$ cat src/rtl/vram_console.sv
// Text console writer: turns a CPU byte stream into VRAM character writes,
// tracks the cursor, and performs line / full-screen clears one cell per cycle.
module vram_console #(
    parameter int          COLS       = 80,
    parameter int          ROWS       = 60,
    parameter logic [7:0]  CLEAR_CHAR = 8'h20
) (
    input  logic        clk,
    input  logic        rst,
    input  logic [7:0]  in_data,
    input  logic        in_valid,
    output logic        in_ready,
    output logic [12:0] vmem_in_addr,
    output logic [7:0]  vmem_in_data,
    output logic        vmem_we,
    output logic [12:0] cursor_addr
);

    localparam int          TOTAL     = COLS * ROWS;
    localparam logic [12:0] LAST_COL  = 13'(COLS - 1);
    localparam logic [12:0] LAST_ROW  = 13'(ROWS - 1);
    localparam logic [12:0] COLS_W    = 13'(COLS);
    localparam logic [12:0] LAST_ADDR = 13'(TOTAL - 1);

    // The screen must fit the 13-bit VRAM window used by the display side.
    if (TOTAL > 6144) begin : g_size_check
        $error("vram_console: COLS*ROWS exceeds 6144");
    end

    typedef enum logic [1:0] {
        IDLE     = 2'd0,
        CLR_LINE = 2'd1,
        CLR_ALL  = 2'd2
    } state_t;

    state_t      state_q;
    logic [12:0] row_q;
    logic [12:0] col_q;
    logic [12:0] base_q;        // row_q * COLS, kept incrementally
    logic [12:0] clr_addr_q;    // next cell to clear
    logic [12:0] clr_end_q;     // last cell of the current clear
    logic        clr_done_q;    // last cell written, leave on next edge
    logic        we_q;
    logic [12:0] addr_q;
    logic [7:0]  data_q;

    logic        accept;
    logic        is_print;
    logic        advance;
    logic [12:0] cursor;
    logic [12:0] row_inc;
    logic [12:0] base_inc;

    // Byte classification and the row/base values a row advance would produce.
    always_comb begin
        cursor   = base_q + col_q;
        accept   = (state_q == IDLE) && in_valid;
        is_print = (in_data >= 8'h20) && (in_data != 8'h7F);
        advance  = accept && ((is_print && (col_q == LAST_COL)) || (in_data == 8'h0A));
        row_inc  = 13'd0;
        base_inc = 13'd0;
        if (row_q != LAST_ROW) begin
            row_inc  = row_q + 13'd1;
            base_inc = base_q + COLS_W;
        end
    end

    // Control FSM, cursor tracking and registered VRAM write port.
    always_ff @(posedge clk or posedge rst) begin
        if (rst) begin
            state_q    <= CLR_ALL;       // power-on clear follows reset
            row_q      <= '0;
            col_q      <= '0;
            base_q     <= '0;
            clr_addr_q <= '0;
            clr_end_q  <= LAST_ADDR;
            clr_done_q <= 1'b0;
            we_q       <= 1'b0;
            addr_q     <= '0;
            data_q     <= '0;
        end else begin
            we_q <= 1'b0;
            case (state_q)
                IDLE: begin
                    if (in_valid) begin
                        if (is_print) begin
                            we_q   <= 1'b1;
                            addr_q <= cursor;
                            data_q <= in_data;
                            if (col_q == LAST_COL) begin
                                col_q <= '0;
                            end else begin
                                col_q <= col_q + 13'd1;
                            end
                        end else begin
                            case (in_data)
                                8'h0D: col_q <= '0;
                                8'h0A: col_q <= '0;
                                8'h08: begin
                                    if (col_q != 13'd0) begin
                                        col_q  <= col_q - 13'd1;
                                        we_q   <= 1'b1;
                                        addr_q <= cursor - 13'd1;
                                        data_q <= CLEAR_CHAR;
                                    end
                                end
                                8'h0C: begin
                                    row_q      <= '0;
                                    col_q      <= '0;
                                    base_q     <= '0;
                                    state_q    <= CLR_ALL;
                                    clr_addr_q <= '0;
                                    clr_end_q  <= LAST_ADDR;
                                    clr_done_q <= 1'b0;
                                end
                                default: ;
                            endcase
                        end
                    end
                    // New row: move down (wrapping to the top) and blank it.
                    if (advance) begin
                        row_q      <= row_inc;
                        base_q     <= base_inc;
                        state_q    <= CLR_LINE;
                        clr_addr_q <= base_inc;
                        clr_end_q  <= base_inc + LAST_COL;
                        clr_done_q <= 1'b0;
                    end
                end
                CLR_LINE, CLR_ALL: begin
                    // The first clear write lands one cycle after the accepting
                    // edge, so any character write from that byte goes first.
                    if (!clr_done_q) begin
                        we_q   <= 1'b1;
                        addr_q <= clr_addr_q;
                        data_q <= CLEAR_CHAR;
                        if (clr_addr_q == clr_end_q) begin
                            clr_done_q <= 1'b1;
                        end else begin
                            clr_addr_q <= clr_addr_q + 13'd1;
                        end
                    end else begin
                        state_q <= IDLE;
                    end
                end
                default: state_q <= IDLE;
            endcase
        end
    end

    assign in_ready     = (state_q == IDLE);
    assign vmem_we      = we_q;
    assign vmem_in_addr = addr_q;
    assign vmem_in_data = data_q;
    assign cursor_addr  = cursor;

endmodule

$ cat config.mk
export PLATFORM = sky130hd
export DESIGN_NAME = vram_console
export DESIGN_NICKNAME = d
export VERILOG_FILES = /design/src/rtl/vram_console.sv
export SDC_FILE = /design/constraint.sdc
export NUM_CORES = 1
export LEC_CHECK = 0
export BUFFER_PORTS_ARGS = -buffer_cell sky130_fd_sc_hd__buf_2
export CORE_ASPECT_RATIO = 0.6
export CORE_MARGIN = 2
export CORE_UTILIZATION = 52
export CTS_CLUSTER_DIAMETER = 30
export DETAILED_ROUTE_END_ITERATION = 10
export MAX_ROUTING_LAYER = met4
export PLACE_DENSITY_LB_ADDON = 0.15
export SLEW_MARGIN = 30
export SYNTH_ARGS = -nofsm -noshare
export SYNTH_HDL_FRONTEND = slang
export SYNTH_SLANG_ARGS = --single-unit
$ cat constraint.sdc
create_clock -name clk -period 3.6 [get_ports clk]
set_input_delay 0.18 -clock clk [delete_from_list [all_inputs] [get_ports clk]]
set_output_delay 0.18 -clock clk [all_outputs]
set_load 0.05 [all_outputs]
==> metrics.md, run 1 <==
| Metric | Value |
|---|---|
| Status | completed |
| First-pass GRT wire length | 27080 um |
| Commonest cells after routing, fill and taps aside | nand2_1 (82), dfrtp_1 (80), nor2_1 (58) |
| Core Area | 11190 sq um |
| PwrDens | 833.7 nW/um^2 |
| Lkg Pwr | 2.975 nW |
| Relative slew slack | 42.21% |
| Reg2Reg Depth | 12 |
| CTS buffer count | 9 |
| WL final | 16790 um |
| Critical path, cell by cell | ha_1 -> o211ai_1 -> o21ai_0 -> a221o_1 -> nor4_1 -> a211oi_1 -> inv_1 -> buf_2 |
| Final Hold Fails | 0 |
| Yosys cell types | 58 |
| Clock transition at path regs | 0.07 ns |
| Layout cells sized above 1 | 13.02% |
| RSZ-0062 raised after global routing | false |
| Crit. End Element | output port |
| Synth warnings | 0 |
| Final Skew | 0.01078 ns |
| Period utilization | 92.64% |
| Cell Count, Final, Fillers Out | 889 |
| Via density per instance | 6.234 |
| Crit path depth | 8 |
| Clock Tree Buf Depth | 2 |
| Post-cts sizing count | 0 |
| Arrival time at the worst endpoint | 3.15 ns |
| Number of synthesized flops with an enable pin | 0 |
| Mean routed wirelength per cell | 18.88 um |
| Remaining DRCs | 0 |
| Layout area overhead | 12.20% |
| Final ANT Viol Nets | 0 |
| Slew Viols, Final | 0 |
| Number of global-route vias before repair | 4985 |
| Die height | 86.55 um |
| Setup WS pre-CTS | 0.5139 ns |
| Die area | 12250 sq um |
| Synth async-reset ratio | 100.0% |
| Ys flop type | dfrtp_1 |
| Critical R2R Capture | vmem_in_addr[9]$_DFFE_PP0P_ |
| CTS root buf | clkbuf_16 |
| Detail Placement HPWL | 12600 um |
| Min Clock Period, post-route | 3.335 ns |
| Antenna violations before repair | 0 |
| CP endpoint | cursor_addr[11] |
| Fmax | 299.9 MHz |
| CP max-delay cell | a211oi_1 |
| Register-to-register setup slack | 0.48 ns |
| Gpl congestion | 0.9463 |
| Worst Tran Pin Value | 0.8597 ns |
| CP top delay family | compound AO/OA/AOI/OAI gates |
| Worst setup SP type | flop |
| Setup TNS | 0 ns |
| Gr usage total | 29.54% |
| Commonest non-fill, non-tap cell in the layout | nand2_1 |
| Via count | 5542 |
| Final WS setup | 0.2651 ns |
| Chip width | 141.6 um |
| Core Rows | 30 |
| I/O pins | 47 |
| DP Cell Count | 872 |
| Final net count | 773 |
| Worst vdd ir | 772.1 uV |
| Crit. Startpoint | col_q[4]$_DFFE_PP0P_ |
| CTS HTree Levels | 3 |
| Synthesized flop and latch total | 90 |
| Drt first pass iters | 5 |
| PortBufs | 46 |
| Netlist Area Pre-Place | 5906 sq um |
| Synth Net Count | 736 |
| Tot Pwr | 5.524 mW |
| Clk Latency, worst-skew pair | 0.35 ns |
| Critical path type | flop to output port |
| Pin count of the biggest net entering global routing | 53 |
| Cells after synthesis | 703 |
| Worst r2r src | base_q[0]$_DFFE_PP0P_ |
| Critical Path RT | 3.42 ns |
| CTS sink count | 90 |
| Ant. Diodes | 0 |
| CTS tree | built |
| 1st-iter DRT viols | 607 |
| Fin util | 59.24% |
| Crit path buf inv count | 2 |
| Max-cap viol count | 0 |
| Largest fanout on the critical path | 10 |
| Setup violators final | 0 |
| Min-Delay Path Class | primary input to flop |
| Mean Syn Cell Area | 8.401 sq um |
| CP peak stage delay | 0.61 ns |
| Register area share after synthesis | 38.35% |
| Initial Utilization | 52.80% |
| Overflow after GRT | 0 |
## per-stage QoR
stage	area, sq um	hold WS, ns
3_3_place_gp	6296	0.4077
2_1_floorplan	5906	0.3127
3_5_place_dp	6302	0.4098
6_report	6626	0.08728
4_1_cts	6614	0.03418
5_1_grt	6626	0.09675
## routing by layer
metal | track usage, % | part of all wire, %
met2 | 38.22 | 40
met1 | 45.63 | 49
met4 | 6.818 | 1.0
met5 | - | 0
met3 | 7.348 | 9.6
## synth_stat cells (15+ instances only)
| cell | n | area share (%) |
|---|---|---|
| a21oi_1 | 48 | 4.1 |
| dfrtp_1 | 80 | 34 |
| o21ai_0 | 56 | 4.7 |
| nand2_1 | 82 | 5.2 |
| nand3_1 | 24 | 2.0 |
| and3_1 | 15 | 1.6 |
| nor3_1 | 16 | 1.4 |
| xor2_1 | 19 | 2.8 |
| inv_1 | 29 | 1.8 |
| nor2_1 | 58 | 3.7 |
| nor2b_1 | 21 | 2.2 |
| xnor2_1 | 31 | 4.6 |
| clkbuf_1 | 28 | 1.8 |
| ha_1 | 21 | 4.4 |
## cell type report
type | count | area (sq um)
fillers | 991 | 4559
inverters | 29 | 111.4
clock buffers | 10 | 239.0
flip-flops and latches | 90 | 2265
clock inverters | 6 | 72.57
multi-input cells | 548 | 3393
repair buffers | 62 | 365.4
well taps | 144 | 180.2
## flip-flops by register name, summed over array words and instances, names as in the netlist
register and cells:
vmem_in_data 8, vmem_in_addr 13, col_q 13, vmem_we 1
clr_end_q 13, row_q 13, clr_addr_q 13, base_q 13
state_q 2, clr_done_q 1
## where the power goes
part,total [mW],switching (mW),leakage [nW],internal (mW)
logic,2.89,1.96,1.67,0.928
clock network,0.999,0.434,0.150,0.565
registers,1.64,0.338,1.16,1.30
## cells by family after synthesis
group | count (synthesis) | synth area share, %
and+or+nand+nor | 263 | 21.53
muxes | 7 | 1.229
xor gates and xnor gates | 50 | 7.415
AOI/OAI and AO/OA | 206 | 22.37
adders and majority gates | 22 | 4.788
buffers and inverters | 65 | 4.322
DFF | 90 | 38.35
## worst register-to-register path, cell delays in order, from the launching register on
cell	delay (ns)
dfrtp_1	0.47
ha_1	0.24
inv_1	0.07
fa_1	0.40
nor2b_1	0.16
o31a_1	0.25
a21oi_1	0.07
buf_4	0.18
nor3_1	0.45
and3_1	0.34
nand2b_1	0.09
xor2_1	0.15
o221ai_1	0.14
## worst min path at each step
stage / to / start / depth (start not counted) / slack (ns)
global route: vmem_in_data[3]$_DFFE_PP0P_ / in_data[3] / 2 / 0.1
detailed placement: clr_addr_q[9]$_DFFE_PP0P_ / rst / 2 / 0.41
finish: vmem_in_data[3]$_DFFE_PP0P_ / in_data[3] / 2 / 0.09
global placement: clr_addr_q[9]$_DFFE_PP0P_ / rst / 2 / 0.41
CTS: clr_addr_q[9]$_DFFE_PP0P_ / rst / 2 / 0.03
floorplan: vmem_in_data[0]$_DFFE_PP0P_ / in_data[0] / 1 / 0.31
## timing repair
action,in CTS,in global routing
endpoints found under the hold margin,0,2
hold buffers,0,1
setup buffers,0,0
Note: power is estimated with default switching activity, not from simulation.
==> inputs of run 2 (changes only) <==
--- a/config.mk
+++ b/config.mk
@@ -6,7 +6,7 @@
 export NUM_CORES = 1
 export LEC_CHECK = 0
 export BUFFER_PORTS_ARGS = -buffer_cell sky130_fd_sc_hd__buf_2
-export CORE_ASPECT_RATIO = 0.6
+export CORE_ASPECT_RATIO = 1.75
 export CORE_MARGIN = 2
 export CORE_UTILIZATION = 52
 export CTS_CLUSTER_DIAMETER = 30
==> constraint.sdc (replaced) <==
create_clock -name clk -period 4.1 [get_ports clk]
set_input_delay 0.205 -clock clk [delete_from_list [all_inputs] [get_ports clk]]
set_output_delay 0.205 -clock clk [all_outputs]
set_load 0.05 [all_outputs]
==> run 2 against run 1 <==
Clock power fell by 19%. Critical path depth fell by 1. Final area fell by 1.4%. Global-route usage barely moved. Critical endpoint unchanged. Largest power group unchanged.
==> metrics.md, run 2 (same netlist as run 1, synthesis figures left out) <==
| Metric | Value |
|---|---|
| Status | completed |
| Number of global-route vias before repair | 5446 (+9.2%) |
| CTS sink count | 90 (unchanged) |
| I/O pins | 47 (unchanged) |
| Clk Latency, worst-skew pair | 0.35 ns (about the same) |
| Layout area overhead | 10.64% |
| Overflow after GRT | 0 (unchanged) |
| Period utilization | 83.14% |
| Crit. End Element | output port |
| PortBufs | 46 (unchanged) |
| Gr usage total | 29.54% (about the same) |
| Ant. Diodes | 0 (unchanged) |
| Mean routed wirelength per cell | 19.81 um (+4.9%) |
| Remaining DRCs | 0 (unchanged) |
| Relative slew slack | 40.75% (-1.5 points) |
| Clock transition at path regs | 0.07 ns (about the same) |
| Die height | 145.0 um (+68%) |
| Min-Delay Path Class | primary input to flop |
| CTS HTree Levels | 3 (unchanged) |
| Final Skew | 0.007489 ns (-0.003290 ns) |
| Comb power frac | 52.6% (+0.3 points) |
| Chip width | 84.56 um (-40%) |
| Post-cts sizing count | 0 (unchanged) |
| Gpl congestion | 0.9624 (+1.7%) |
| Clock Tree Buf Depth | 2 (unchanged) |
| CTS buffer count | 9 (unchanged) |
| Commonest cells after routing, fill and taps aside | nand2_1 (82), dfrtp_1 (80), nor2_1 (58) |
| Max-cap viol count | 0 (unchanged) |
| Initial Utilization | 53.19% (+0.39 points) |
| Clock share of power | 17.2% (-0.9 points) |
| Pin count of the biggest net entering global routing | 49 (-7.5%) |
| Final Hold Fails | 0 (unchanged) |
| WL final | 17280 um (+2.9%) |
| Cell area after layout | 6534 sq um (-1.4%) |
| Top routing layer in use | met4 |
| Cell Count, Final, Fillers Out | 872 (-1.9%) |
| Worst setup SP type | flop |
| CTS tree | built |
| Worst Tran Pin Value | 0.8888 ns (+0.02913 ns) |
| Detail Placement HPWL | 12990 um (+3.2%) |
| Arrival time at the worst endpoint | 3.20 ns (+0.05 ns) |
| Antenna violations before repair | 0 (unchanged) |
| Lkg Pwr | 2.932 nW (-1.4%) |
| Via count | 5496 (-0.83%) |
| 1st-iter DRT viols | 316 (-48%) |
| Fmax | 293.4 MHz |
| Setup violators final | 0 (unchanged) |
| Critical Path RT | 3.89 ns (+0.47 ns) |
| Drt first pass iters | 5 (unchanged) |
| Die area | 12260 sq um (about the same) |
| Hold_ws | 0.1039 ns (+0.01659 ns) |
| Largest fanout on the critical path | 5 (-5) |
| Layout cells sized above 1 | 12.16% (-0.86 points) |
| Critical path type | flop to output port |
| First-pass GRT wire length | 27840 um (+2.8%) |
| Sequential Power Share | 30.3% (+0.7 points) |
| Final ANT Viol Nets | 0 (unchanged) |
| Setup TNS | 0 ns (unchanged) |
| Worst vdd ir | 538.4 uV (-30%) |
| Slew Viols, Final | 0 (unchanged) |
| Min Clock Period, post-route | 3.409 ns |
| Final net count | 768 (-0.65%) |
| Switching pwr | 2.386 mW (-13%) |
| Wire length on met2 | 9119 um (+34%) |
| Post-Route M1 WL | 6628 um (-19%) |
| Commonest non-fill, non-tap cell in the layout | nand2_1 |
| Hold_buf cts | 1 (+1) |
| Core Area | 11100 sq um (-0.74%) |
| PwrDens | 725.0 nW/um^2 (-13%) |
| Area after DPL | 6231 sq um (-1.1%) |
| CTS root buf | clkbuf_16 |
| Core Rows | 51 (+70%) |
| Via density per instance | 6.303 (+1.1%) |
| Sw frac | 50.37% (+0.89 points) |
| DP Cell Count | 855 (-1.9%) |
| Met3 routed WL | 557 um (-65%) |
| RSZ-0062 raised after global routing | false |
| Internal power | 2.351 mW (-16%) |
| Setup bufs post-CTS | 0 (unchanged) |
[run 2: worst paths after layout]
kind | start | end | slack [ns] | depth (start not counted)
max in group asynchronous | rst | col_q[10]$_DFFE_PP0P_ | 2.46 | 4
max reg2reg | base_q[0]$_DFFE_PP0P_ | vmem_in_addr[6]$_DFFE_PP0P_ | 0.96 | 10
min reg2reg | vmem_in_addr[3]$_DFFE_PP0P_ | vmem_in_addr[3]$_DFFE_PP0P_ | 0.48 | 2
min in group asynchronous | rst | clr_addr_q[9]$_DFFE_PP0P_ | 0.50 | 3
max | col_q[1]$_DFFE_PP0P_ | cursor_addr[11] | 0.69 | 7
min | in_data[3] | vmem_in_data[3]$_DFFE_PP0P_ | 0.10 | 2
[run 2: power by group through the flow]
| stage | Combinational [mW] | Clock [mW] | Sequential [mW] |
|---|---|---|---|
| after detailed placement | 2.47 | 0 | 1.44 |
| after CTS | 2.48 | 0.824 | 1.43 |
| after global routing | 2.68 | 0.860 | 1.46 |
| after global placement | 2.44 | 0 | 1.43 |
| after floorplan | 1.65 | 0 | 1.62 |
| final | 2.49 | 0.813 | 1.43 |
[run 2: area by class of cell]
type                    count  area, sq um
clock inverters             6        53.80
fillers                  1020         4569
repair buffers             57        315.3
clock buffers              10        239.0
inverters                  29        110.1
multi-input cells         548         3386
flip-flops and latches     90         2265
well taps                 132        165.2
[run 2: worst max-delay path, stage by stage (launching register included)]
cell	delay, ns
dfrtp_1	0.45
ha_1	0.34
a211oi_1	0.36
o21ai_0	0.23
a221o_1	0.38
a211oi_1	0.68
inv_1	0.15
buf_2	0.25
[run 2: metrics by stage]
| step | setup slack [ns] | power [mW] | utilization, % |
|---|---|---|---|
| after global placement | 1.101 | 3.862 | 56.12 |
| after floorplan | 0.8545 | 3.274 | - |
| after CTS | 0.7708 | 4.727 | 58.85 |
| after global routing | 0.6634 | 5.008 | 58.85 |
| final | 0.6911 | 4.737 | 58.85 |
| after detailed placement | 1.055 | 3.910 | 56.12 |
[run 2: metal layers]
metal / global-route usage [%] / vias to the layer above
met1: 32.00 / 2686
li1: - / 2590
met5: - / -
met3: 3.129 / 51
met2: 50.55 / 169
met4: 18.73 / 0
==> inputs of run 3 (changes only) <==
==> constraint.sdc (replaced) <==
create_clock -name clk -period 3.4 [get_ports clk]
set_input_delay 0.17 -clock clk [delete_from_list [all_inputs] [get_ports clk]]
set_output_delay 0.17 -clock clk [all_outputs]
set_load 0.05 [all_outputs]
==> run 3 against run 2 <==
Register-to-register slack got worse by 0.49 ns. Global-route usage decreased by 0.14 points. First-iteration DRC count up 3.5%. Worst setup slack worse by 0.43 ns. Final area increased by 1.2%. Hold slack worse by 0.028 ns. Clock skew increased by 0.0055 ns. Critical endpoint unchanged. Via count shrank 0.51%. Die area unchanged.
==> metrics.md, run 3 (same netlist as run 1, synthesis figures left out) <==
| Metric | Value |
|---|---|
| Final net count | 777 (+1.2%) |
| Crit. Startpoint | col_q[2]$_DFFE_PP0P_ |
| First-pass GRT wire length | 27890 um (+0.17%) |
| Relative slew slack | 50.54% (+9.8 points) |
| Pin count of the biggest net entering global routing | 46 (-6.1%) |
| Slew Viols, Final | 0 (unchanged) |
| Period utilization | 92.26% |
| Die area | 12260 sq um (unchanged) |
| Largest fanout on the critical path | 9 (+4) |
| Final Hold Fails | 0 (unchanged) |
| Drt first pass iters | 5 (unchanged) |
| Number of global-route vias before repair | 5447 (+0.018%) |
| Area after DPL | 6299 sq um (+1.1%) |
| Worst r2r src | col_q[0]$_DFFE_PP0P_ |
| RSZ-0062 raised after global routing | false |
| Detail Placement HPWL | 12750 um (-1.9%) |
| Layout cells sized above 1 | 13.22% (+1.1 points) |
| Fill cells | 1007 (-1.3%) |
| Status | completed |
| Core Area | 11100 sq um (unchanged) |
| CTS HTree Levels | 3 (unchanged) |
| Setup TNS | 0 ns (unchanged) |
| Fmax | 318.8 MHz |
| Fin util | 59.56% (+0.71 points) |
| Via density per instance | 6.207 (-1.5%) |
| WL final | 16870 um (-2.4%) |
| Hold path startpoint | in_data[3] |
| Antenna violations before repair | 0 (unchanged) |
| Setup violators final | 0 (unchanged) |
| Commonest cells after routing, fill and taps aside | nand2_1 (82), dfrtp_1 (80), nor2_1 (58) |
| Remaining DRCs | 0 (unchanged) |
| CTS root buf | clkbuf_16 |
| Commonest non-fill, non-tap cell in the layout | nand2_1 |
| Min-Delay Path Class | primary input to flop |
| Cell area after layout | 6613 sq um (+1.2%) |
| Post-cts sizing count | 0 (unchanged) |
| Initial Utilization | 53.19% (unchanged) |
| Sequential Area | 2265 sq um (unchanged) |
| PortBufs | 46 (unchanged) |
| Critical Path RT | 3.23 ns (-0.66 ns) |
| Clock transition at path regs | 0.07 ns (about the same) |
| Arrival time at the worst endpoint | 2.97 ns (-0.23 ns) |
| CTS tree | built |
| Clock Tree Buf Depth | 2 (unchanged) |
| Overflow after GRT | 0 (unchanged) |
| Min Clock Period, post-route | 3.137 ns |
| Final WS setup | 0.2631 ns (-0.4280 ns) |
| Final ANT Viol Nets | 0 (unchanged) |
| Gr usage total | 29.40% (-0.14 points) |
| Die height | 145.0 um (unchanged) |
| Via count | 5468 (-0.51%) |
| Mean routed wirelength per cell | 19.14 um (-3.4%) |
| Critical path type | flop to output port |
| Lkg Pwr | 2.987 nW (+1.9%) |
| Gpl congestion | 0.9325 (-3.1%) |
| Setup WS pre-CTS | 0.5211 ns (-0.5334 ns) |
| CTS sink count | 90 (unchanged) |
| Final Skew | 0.01298 ns (+0.005491 ns) |
| Multi-input gate area | 3386 sq um (unchanged) |
| Chip width | 84.56 um (unchanged) |
| Layout area overhead | 11.97% |
| CTS buffer count | 9 (unchanged) |
| Worst setup SP type | flop |
| Ant. Diodes | 0 (unchanged) |
| Core Rows | 51 (unchanged) |
| I/O pins | 47 (unchanged) |
| Max-cap viol count | 0 (unchanged) |
| Crit. End Element | output port |
| Clk Latency, worst-skew pair | 0.35 ns (about the same) |
| Worst Tran Pin Value | 0.7411 ns (-0.1477 ns) |
| Worst vdd ir | 609.5 uV (+13%) |
| PwrDens | 875.2 nW/um^2 (+21%) |
| 1st-iter DRT viols | 327 (+3.5%) |
run 3: cell count changes in the layout (fill, tap and decap cells not counted), sizes merged:
cell      before  now
inv           28   29
clkinvlp       2    1
clkinv         5    4
bufinv         0    1
buf           56   65
run 3: cell type report:
class | instances | share of cell area, %
Multi-Input combinational cell | 548 | 51.20
Sequential cell | 90 | 34.25
Timing Repair Buffer | 66 | 5.790
Clock buffer | 10 | 3.614
Tap cell | 132 | 2.498
Inverter | 29 | 1.665
Clock inverter | 6 | 0.9839
run 3: metal layers:
layer	global-route usage [%]	share of wire, %	routed length [um]
met5	-	0	0
met1	33.87	39	6529
met2	49.72	53	8870
met3	3.356	3.7	625
met4	15.16	5.0	838
run 3: per-stage QoR:
stage,hold WS (ns),std cells,total power [mW]
global route,0.09390,881,6.162
global placement,0.2971,864,4.692
floorplan,0.3027,703,3.948
CTS,0.07809,881,5.788
detailed placement,0.3124,864,4.740
finish,0.07610,881,5.787
run 3: what timing repair did:
| action | in CTS | in global routing |
|---|---|---|
| endpoints found under the hold margin | 37 | 0 |
| setup buffers | 0 | 0 |
| hold buffers | 1 | 0 |
| endpoints found under the setup margin | 0 | 0 |
run 3: path summary, 6_finish.rpt:
| path | slack [ns] | endpoint | cells past startpoint |
|---|---|---|---|
| min in group asynchronous | 0.48 | vmem_in_addr[11]$_DFFE_PP0P_ | 3 |
| max in group asynchronous | 2.06 | clr_end_q[0]$_DFFE_PP1P_ | 4 |
| min reg2reg | 0.48 | vmem_in_addr[2]$_DFFE_PP0P_ | 2 |
| max reg2reg | 0.47 | vmem_in_addr[9]$_DFFE_PP0P_ | 11 |
| min | 0.08 | vmem_in_data[3]$_DFFE_PP0P_ | 2 |
| max | 0.26 | cursor_addr[11] | 8 |
run 3: worst max-delay path: stages, from the launching register on:
cell and delay, ns:
dfrtp_1 0.48, ha_1 0.40, o211ai_1 0.13, o21ai_0 0.33
a221o_1 0.27, nor4_1 0.06, a211oi_1 0.54, inv_1 0.14
buf_2 0.25
run 3: report_power, final:
part / internal (mW) / total, mW / switching [mW]
Sequential: 1.38 / 1.72 / 0.346
Combinational: 0.977 / 3.03 / 2.05
Clock: 0.592 / 1.04 / 0.449
Total: 2.94 / 5.79 / 2.84
